$ cat src/rtl/jedro_1_dbus_arbiter.sv
// jedro_1_dbus_arbiter: two-master round-robin arbiter for the jedro-1 data bus with response timeout
module jedro_1_dbus_arbiter #(
  parameter int DATA_WIDTH = 32,
  parameter int TIMEOUT    = 15
) (
  input  logic                  clk_i,
  input  logic                  rstn_i,
  input  logic                  m0_stb_i,
  input  logic [3:0]            m0_we_i,
  input  logic [DATA_WIDTH-1:0] m0_addr_i,
  input  logic [DATA_WIDTH-1:0] m0_wdata_i,
  output logic [DATA_WIDTH-1:0] m0_rdata_o,
  output logic                  m0_ack_o,
  output logic                  m0_err_o,
  input  logic                  m1_stb_i,
  input  logic [3:0]            m1_we_i,
  input  logic [DATA_WIDTH-1:0] m1_addr_i,
  input  logic [DATA_WIDTH-1:0] m1_wdata_i,
  output logic [DATA_WIDTH-1:0] m1_rdata_o,
  output logic                  m1_ack_o,
  output logic                  m1_err_o,
  output logic                  s_stb_o,
  output logic [3:0]            s_we_o,
  output logic [DATA_WIDTH-1:0] s_addr_o,
  output logic [DATA_WIDTH-1:0] s_wdata_o,
  input  logic [DATA_WIDTH-1:0] s_rdata_i,
  input  logic                  s_ack_i,
  input  logic                  s_err_i
);
  localparam logic [0:0] IDLE = 1'b0;
  localparam logic [0:0] WAIT = 1'b1;
  localparam logic [7:0] CNT_LAST = 8'(TIMEOUT - 1);
  logic [0:0] state;
  logic [7:0] cnt;
  logic gnt, last_grant, sel, start, timeout, done, fail;
  logic [1:0] valid, stb;
  logic [1:0][3:0] we_in, buf_we;
  logic [1:0][DATA_WIDTH-1:0] addr_in, wdata_in, buf_addr, buf_wdata;
  assign stb      = {m1_stb_i, m0_stb_i};
  assign we_in    = {m1_we_i, m0_we_i};
  assign addr_in  = {m1_addr_i, m0_addr_i};
  assign wdata_in = {m1_wdata_i, m0_wdata_i};
  always_comb begin
    sel     = (valid == 2'b11) ? ~last_grant : valid[1];
    start   = (state == IDLE) && |valid;
    // the strobe cycle itself is not counted as a wait cycle
    timeout = !s_stb_o && (cnt == CNT_LAST);
    done    = (state == WAIT) && (s_ack_i || s_err_i || timeout);
    fail    = s_err_i || !s_ack_i;
  end
  always_ff @(posedge clk_i) begin
    if (!rstn_i) begin
      state      <= IDLE;
      cnt        <= '0;
      gnt        <= 1'b0;
      last_grant <= 1'b1;
      valid      <= '0;
      buf_we     <= '0;
      buf_addr   <= '0;
      buf_wdata  <= '0;
      s_stb_o    <= 1'b0;
      s_we_o     <= '0;
      s_addr_o   <= '0;
      s_wdata_o  <= '0;
      m0_ack_o   <= 1'b0;
      m0_err_o   <= 1'b0;
      m0_rdata_o <= '0;
      m1_ack_o   <= 1'b0;
      m1_err_o   <= 1'b0;
      m1_rdata_o <= '0;
    end else begin
      for (int i = 0; i < 2; i++) begin
        if (stb[i] && !valid[i]) begin
          valid[i]     <= 1'b1;
          buf_we[i]    <= we_in[i];
          buf_addr[i]  <= addr_in[i];
          buf_wdata[i] <= wdata_in[i];
        end else if (done && gnt == 1'(i)) begin
          valid[i] <= 1'b0;
        end
      end
      s_stb_o <= start;
      s_we_o  <= start ? buf_we[sel] : 4'b0;
      if (start) begin
        state     <= WAIT;
        gnt       <= sel;
        cnt       <= '0;
        s_addr_o  <= buf_addr[sel];
        s_wdata_o <= buf_wdata[sel];
      end
      if (state == WAIT && !done && !s_stb_o) cnt <= cnt + 8'd1;
      if (done) begin
        state      <= IDLE;
        last_grant <= gnt;
      end
      m0_ack_o <= done && !fail && !gnt;
      m0_err_o <= done && fail && !gnt;
      m1_ack_o <= done && !fail && gnt;
      m1_err_o <= done && fail && gnt;
      if (done && !fail && !gnt) m0_rdata_o <= s_rdata_i;
      if (done && !fail && gnt) m1_rdata_o <= s_rdata_i;
    end
  end
endmodule

$ cat config.mk
export PLATFORM = sky130hd
export DESIGN_NAME = jedro_1_dbus_arbiter
export DESIGN_NICKNAME = d
export VERILOG_FILES = /design/src/rtl/jedro_1_dbus_arbiter.sv
export SDC_FILE = /design/constraint.sdc
export NUM_CORES = 1
export LEC_CHECK = 0
export BUFFER_PORTS_ARGS = -buffer_cell sky130_fd_sc_hd__buf_2
export CAP_MARGIN = 20
export CORE_MARGIN = 8
export CORE_UTILIZATION = 46
export DETAILED_ROUTE_END_ITERATION = 10
export PLACE_DENSITY = 0.75
export RECOVER_POWER = 50
export SKIP_CTS_REPAIR_TIMING = 1
export SYNTH_ARGS = -nofsm -noshare
export SYNTH_HDL_FRONTEND = slang
export SYNTH_SLANG_ARGS = --single-unit
$ cat constraint.sdc
create_clock -name clk_i -period 1.6 [get_ports clk_i]
set_input_delay 0 -clock clk_i [delete_from_list [all_inputs] [get_ports clk_i]]
set_output_delay 0 -clock clk_i [all_outputs]
set_load 0.005 [all_outputs]
## Yosys cells after proc, flatten, opt, wreduce, memory -nomap -nowiden

Index checks and enable logic that the tools add are counted.

- Register bits after elaboration: 286
- Bits of input ports: 174
- Output and inout bits: 137
- Logic and storage cells: 74

- Add/subtract/negate cells: 1
- $lt $le $gt $ge: 1
- Equal/unequal tests: 2
- Muxes and demuxes: 13
- Bitwise operators: 4
- Reduce and logical (&&, ||, !) cells: 31

Operator list:

| cell | number |
|---|---|
| $mux W32 | 4 |
| $mux W8 | 2 |
| $logic_and A1 B1 Y1 | 15 |
| $add A8 B1 Y8 const B | 1 |
| $eq A8 B4 Y1 const B | 1 |
| $mux W4 | 2 |
| $logic_not A1 Y1 | 7 |
| $reduce_bool A2 Y1 | 3 |
| $mux W1 | 5 |
| $not A1 Y1 | 4 |
| $reduce_or A2 Y1 | 2 |
| $logic_or A1 B1 Y1 | 3 |
| $eq A2 B2 Y1 const B | 1 |
| $lt A1 B2 Y1 const B | 1 |
| $reduce_and A2 Y1 | 1 |

## Longest topological paths before layout

- Depth in word-level cells: 8
- Mapped depth: 7
- Mapped depth without buffers: 6

## Least setup slack after synthesis

No wires, ideal clock.

- Path kind: flip-flop to flip-flop
- Start point: reg cnt[0]
- End point: reg cnt[4]
- Setup time: 0.122 ns
- Arrival time: 1.584 ns
- Required time: 1.478 ns
- Slack: -0.107 ns
- Cell stages (with the launch flop): 8
- Buffers on the path: 1
- Period minus slack after synthesis: 1.707 ns
- Path through: dfxtp_1 -> inv_1 -> ha_1 -> nand4b_1 -> o21ai_1 -> and3_1 -> buf_2 -> a221o_2

- Longest elaborated chain between the ends: 8
- Elaborated cells on any way between the ends: 10
- Classes of those cells: 1 x add/sub; 1 x eq/ne; 1 x mux; 7 x reduce/logical

RTL lines:

| item | RTL line | source |
|---|---|---|
| from (decl) | 34 | `logic [7:0] cnt;` |
| from (signal assigned) | 91 | `if (state == WAIT && !done && !s_stb_o) cnt <= cnt + 8'd1;` |
| $eq A8 B4 Y1 | 47 | `timeout = !s_stb_o && (cnt == CNT_LAST);` |
| $logic_and A1 B1 Y1 | 47 |  |
| $logic_or A1 B1 Y1 | 48 | `done = (state == WAIT) && (s_ack_i \|\| s_err_i \|\| timeout);` |
| $logic_and A1 B1 Y1 | 48 |  |
| $logic_not A1 Y1 | 91 |  |
| $logic_and A1 B1 Y1 (2 in series) | 91 |  |
| $mux W8 / $reduce_bool A2 Y1 (equally long branches) | - |  |

Several ways; a longest one is shown, not always the timed one.
A chain may end at the register's enable or synchronous reset.

## Worst setup path in the final report

- Start point: reg cnt[4]
- End point: reg cnt[2]

- Longest elaborated chain between the ends: 8
- Elaborated cells on any way between the ends: 9
- Classes of those cells: 1 x eq/ne; 1 x mux; 7 x reduce/logical

RTL lines:

| item | RTL line |
|---|---|
| $eq A8 B4 Y1 * | 47 |
| $logic_and A1 B1 Y1 * | 47 |
| $logic_or A1 B1 Y1 * | 48 |
| $logic_and A1 B1 Y1 * | 48 |
| $logic_not A1 Y1 * | 91 |
| $logic_and A1 B1 Y1 * (2 in series) | 91 |
| $mux W8 / $reduce_bool A2 Y1 (equally long branches) | - |

Every way passes the cells marked *; elsewhere a longest branch is shown, timed or not.

==> results.toml <==
[setup_path]
crit_chain = "or3_4, o211ai_1, buf_4, nor3b_1, a221o_1"
timing.rr.start = "cnt[4]$_SDFFE_PN0P_"
cp_slowest_stage_delay_ns = 0.41
reg2reg_to = "cnt[2]$_SDFFE_PN0P_"
endpoint_kind = "register"
critPathBufInv = 1
worstSetupPathType = "register to register"
crit_arrival_ns = 2.03
required_ns = 2.02
ff2ff_path_depth = 5
path_delay_family = "compound AO/OA/AOI/OAI gates"
worst-path-max-fanout = 4
worstSetupStartpointType = "register"
r2r_setup_slack_ns = -0.008
slowest_stage = "or3_4"

[floorplanning]
die_w_um = 167.7
dieHeight_um = 167.7
initial_core_util_pct = 46.73
ioPinCount = 311
die-area_mm2 = 0.02811
rows = 55
core-area_mm2 = 0.02264

[drt]
drc = 0
vias = 10669
drtPass1Iterations = 5
drt-initial-drc-count = 859
wl_met2_um = 17510
top_layer_used = "met4"
wl_met1_um = 13960
wl_um = 35230
avgRoutedWirePerCell_um = 17.36
routed_via_density = 5.258
wl_met3_um = 2159
detail-route-antenna-nets = 0

[grt]
grt_pass1_wl_um = 48580
grt_max_degree = 64
groute.usage.overall_pct = 20.69
antenna_found_initial = 4
grt_pass1_vias = 9526
grt_overflow = 0

[yosys]
syn_area_per_cell_um2 = 8.370
synthFlopType = "dfxtp_1"
yosysWarnings = 0
yosysSeqAreaShare_pct = 54.12
syn_area_mm2 = 0.01058
syn-num-nets = 1440
synthDominantCellAreaShare_pct = 54.12
ys_ff_latch = 286
async_flop_share_pct = 0
yosys-top-cells-area = "dfxtp_1 (54%), nand2_1 (14%), a21oi_1 (9.5%)"
synth_edf_count = 0
yosys.area.top_type = "dfxtp_1"
yosysUniqueCellTypes = 45
syn_inst = 1264

[cts]
cts_tree = "built"
cts_buffers = 30
clock-sinks = 286
clkLatencyLatePin_ns = 0.54
cts_buffer_depth = 3
h-tree-depth = 1
clk_pin_slew_ns = 0.07
clockRootBuffer = "clkbuf_16"

[cells_and_area]
final_nets = 1895
drive_gt1_share_pct = 18.01
final_cell_area_mm2 = 0.01526
final_cell_mix = "nand2_1 (405), dfxtp_1 (281), buf_2 (202), a21oi_1 (201), dlygate4sd3_1 (173)"
area_delta_synth_final_pct = 44.26
mostFrequentLayoutCell = "nand2_1"

[worst_hold_path]
hold_end = "cnt[1]$_SDFFE_PN0P_"
hp-class = "primary input to register"
min_from = "s_ack_i"
whs_path_depth = 5

[pwr]
p_leak_nw = 6.040
total_power_w = 0.01669
powerDensity_mw_per_mm2 = 1093
peakVddDrop_uv = 739.3

[place]
dp_hpwl_um = 20920
place_congestion = 0.8114
placed_area_mm2 = 0.01266
io_buffers = 310
pre_cts_slack_ns = -0.02056

[outcome]
status = "finished, violations left"
violations = "negative setup slack"

[sta]
finalCritPeriodShare_pct = 100.5
setup_viol = 1
hold_viol_final = 0
period_needed_ns = 1.608
slew_headroom_pct = 73.48
drv_slew = 0
rsz0062_at_grt = "yes"
fmax_ghz = 0.6220
worst_slew_pin_slew_ns = 0.3979
setup_ws_ns = -0.007742
skew_ns = 0.01326

[run]
drv_cap = 0
==> per-layer routing <==
| metal | global-route usage (%) | vias to the layer above |
|---|---|---|
| met5 | 0 | - |
| met4 | 8.929 | 0 |
| met1 | 25.65 | 4915 |
| met2 | 34.81 | 489 |
| met3 | 3.692 | 124 |
| li1 | - | 5141 |
==> power breakdown <==
part,switching [W],internal (W),total (W),leakage (nW)
clock,0.00275,0.00386,0.00661,0.464
combinational,0.00121,0.00108,0.00229,3.23
sequential,0.000244,0.00755,0.00779,2.34
total,0.00421,0.0125,0.0167,6.04
==> registers in the layout (all words and copies together) (netlist names) <==
name and flops:
valid 2, s_addr_o 32, s_stb_o 1, buf_we 8
m1_rdata_o 32, s_wdata_o 32, cnt 8, buf_addr 64
gnt 1, m0_rdata_o 32, last_grant 1, m0_ack_o 1
state 1, m1_err_o 1, s_we_o 4, buf_wdata 64
m0_err_o 1, m1_ack_o 1
==> worst max-delay path by stage <==
stage | depth (start not counted) | start | endpoint
floorplan | 7 | cnt[0]$_SDFFE_PN0P_ | cnt[4]$_SDFFE_PN0P_
global placement | 4 | s_stb_o$_SDFF_PN0_ | cnt[4]$_SDFFE_PN0P_
detailed placement | 4 | s_stb_o$_SDFF_PN0_ | cnt[4]$_SDFFE_PN0P_
CTS | 4 | s_stb_o$_SDFF_PN0_ | cnt[4]$_SDFFE_PN0P_
global route | 7 | cnt[0]$_SDFFE_PN0P_ | cnt[2]$_SDFFE_PN0P_
finish | 5 | cnt[4]$_SDFFE_PN0P_ | cnt[2]$_SDFFE_PN0P_
==> cell families (layout without fill, tap and decap cells) <==
logic type | Yosys count | after routing | synth area share, %
and+or+nand+nor | 516 | 516 | 19.17
AOI/OAI and AO/OA | 288 | 288 | 15.89
DFF | 286 | 286 | 54.12
buffers and inverters | 102 | 576 | 3.962
muxes | 69 | 69 | 6.540
adders and majority gates | 2 | 2 | 0.2365
xor gates and xnor gates | 1 | 1 | 0.08280
other | 0 | 6 | 0
==> worst min-delay path: cells and delay by family <==
kind / cells / cell delay, ns
buffers and inverters: 1 / 0.14
AND/OR/NAND/NOR: 2 / 0.16
AO/OA/AOI/OAI: 2 / 0.21
==> through the flow <==
stage	util, %	cells	setup TNS [ns]	hold slack [ns]
2_1_floorplan	-	1264	-0.002345	0.1360
3_3_place_gp	55.94	1798	-0.007469	0.2419
3_5_place_dp	55.94	1798	-0.02056	0.2468
4_1_cts	60.07	1849	-0.04493	-0.3229
5_1_grt	67.39	2027	-0.1647	0.04802
6_report	67.42	2029	-0.007742	0.01959
==> Yosys cell counts (2+ instances only) <==
master / count
inv_1: 3
ha_1: 2
a31oi_1: 2
buf_4: 2
nor3_1: 4
a211o_1: 2
nor2b_1: 5
clkbuf_1: 74
nand2b_1: 4
a221o_1: 2
nand3_1: 4
a21boi_1: 2
o211ai_1: 2
o21ai_0: 4
dfxtp_1: 286
a21oi_1: 201
buf_2: 11
mux2i_1: 68
buf_1: 9
nand2_1: 405
nor2_1: 81
a211oi_1: 65
and3_1: 3
buf_6: 2
==> cell type report <==
type	instances	area, um^2
Fill cell	1717	7377
Sequential cell	286	5734
Multi-Input combinational cell	876	4517
Timing Repair Buffer	521	3684
Clock buffer	41	853.3
Tap cell	285	356.6
Clock inverter	10	81.33
Inverter	4	22.52
Antenna cell	6	15.01
(Power assumes the default switching activity.)
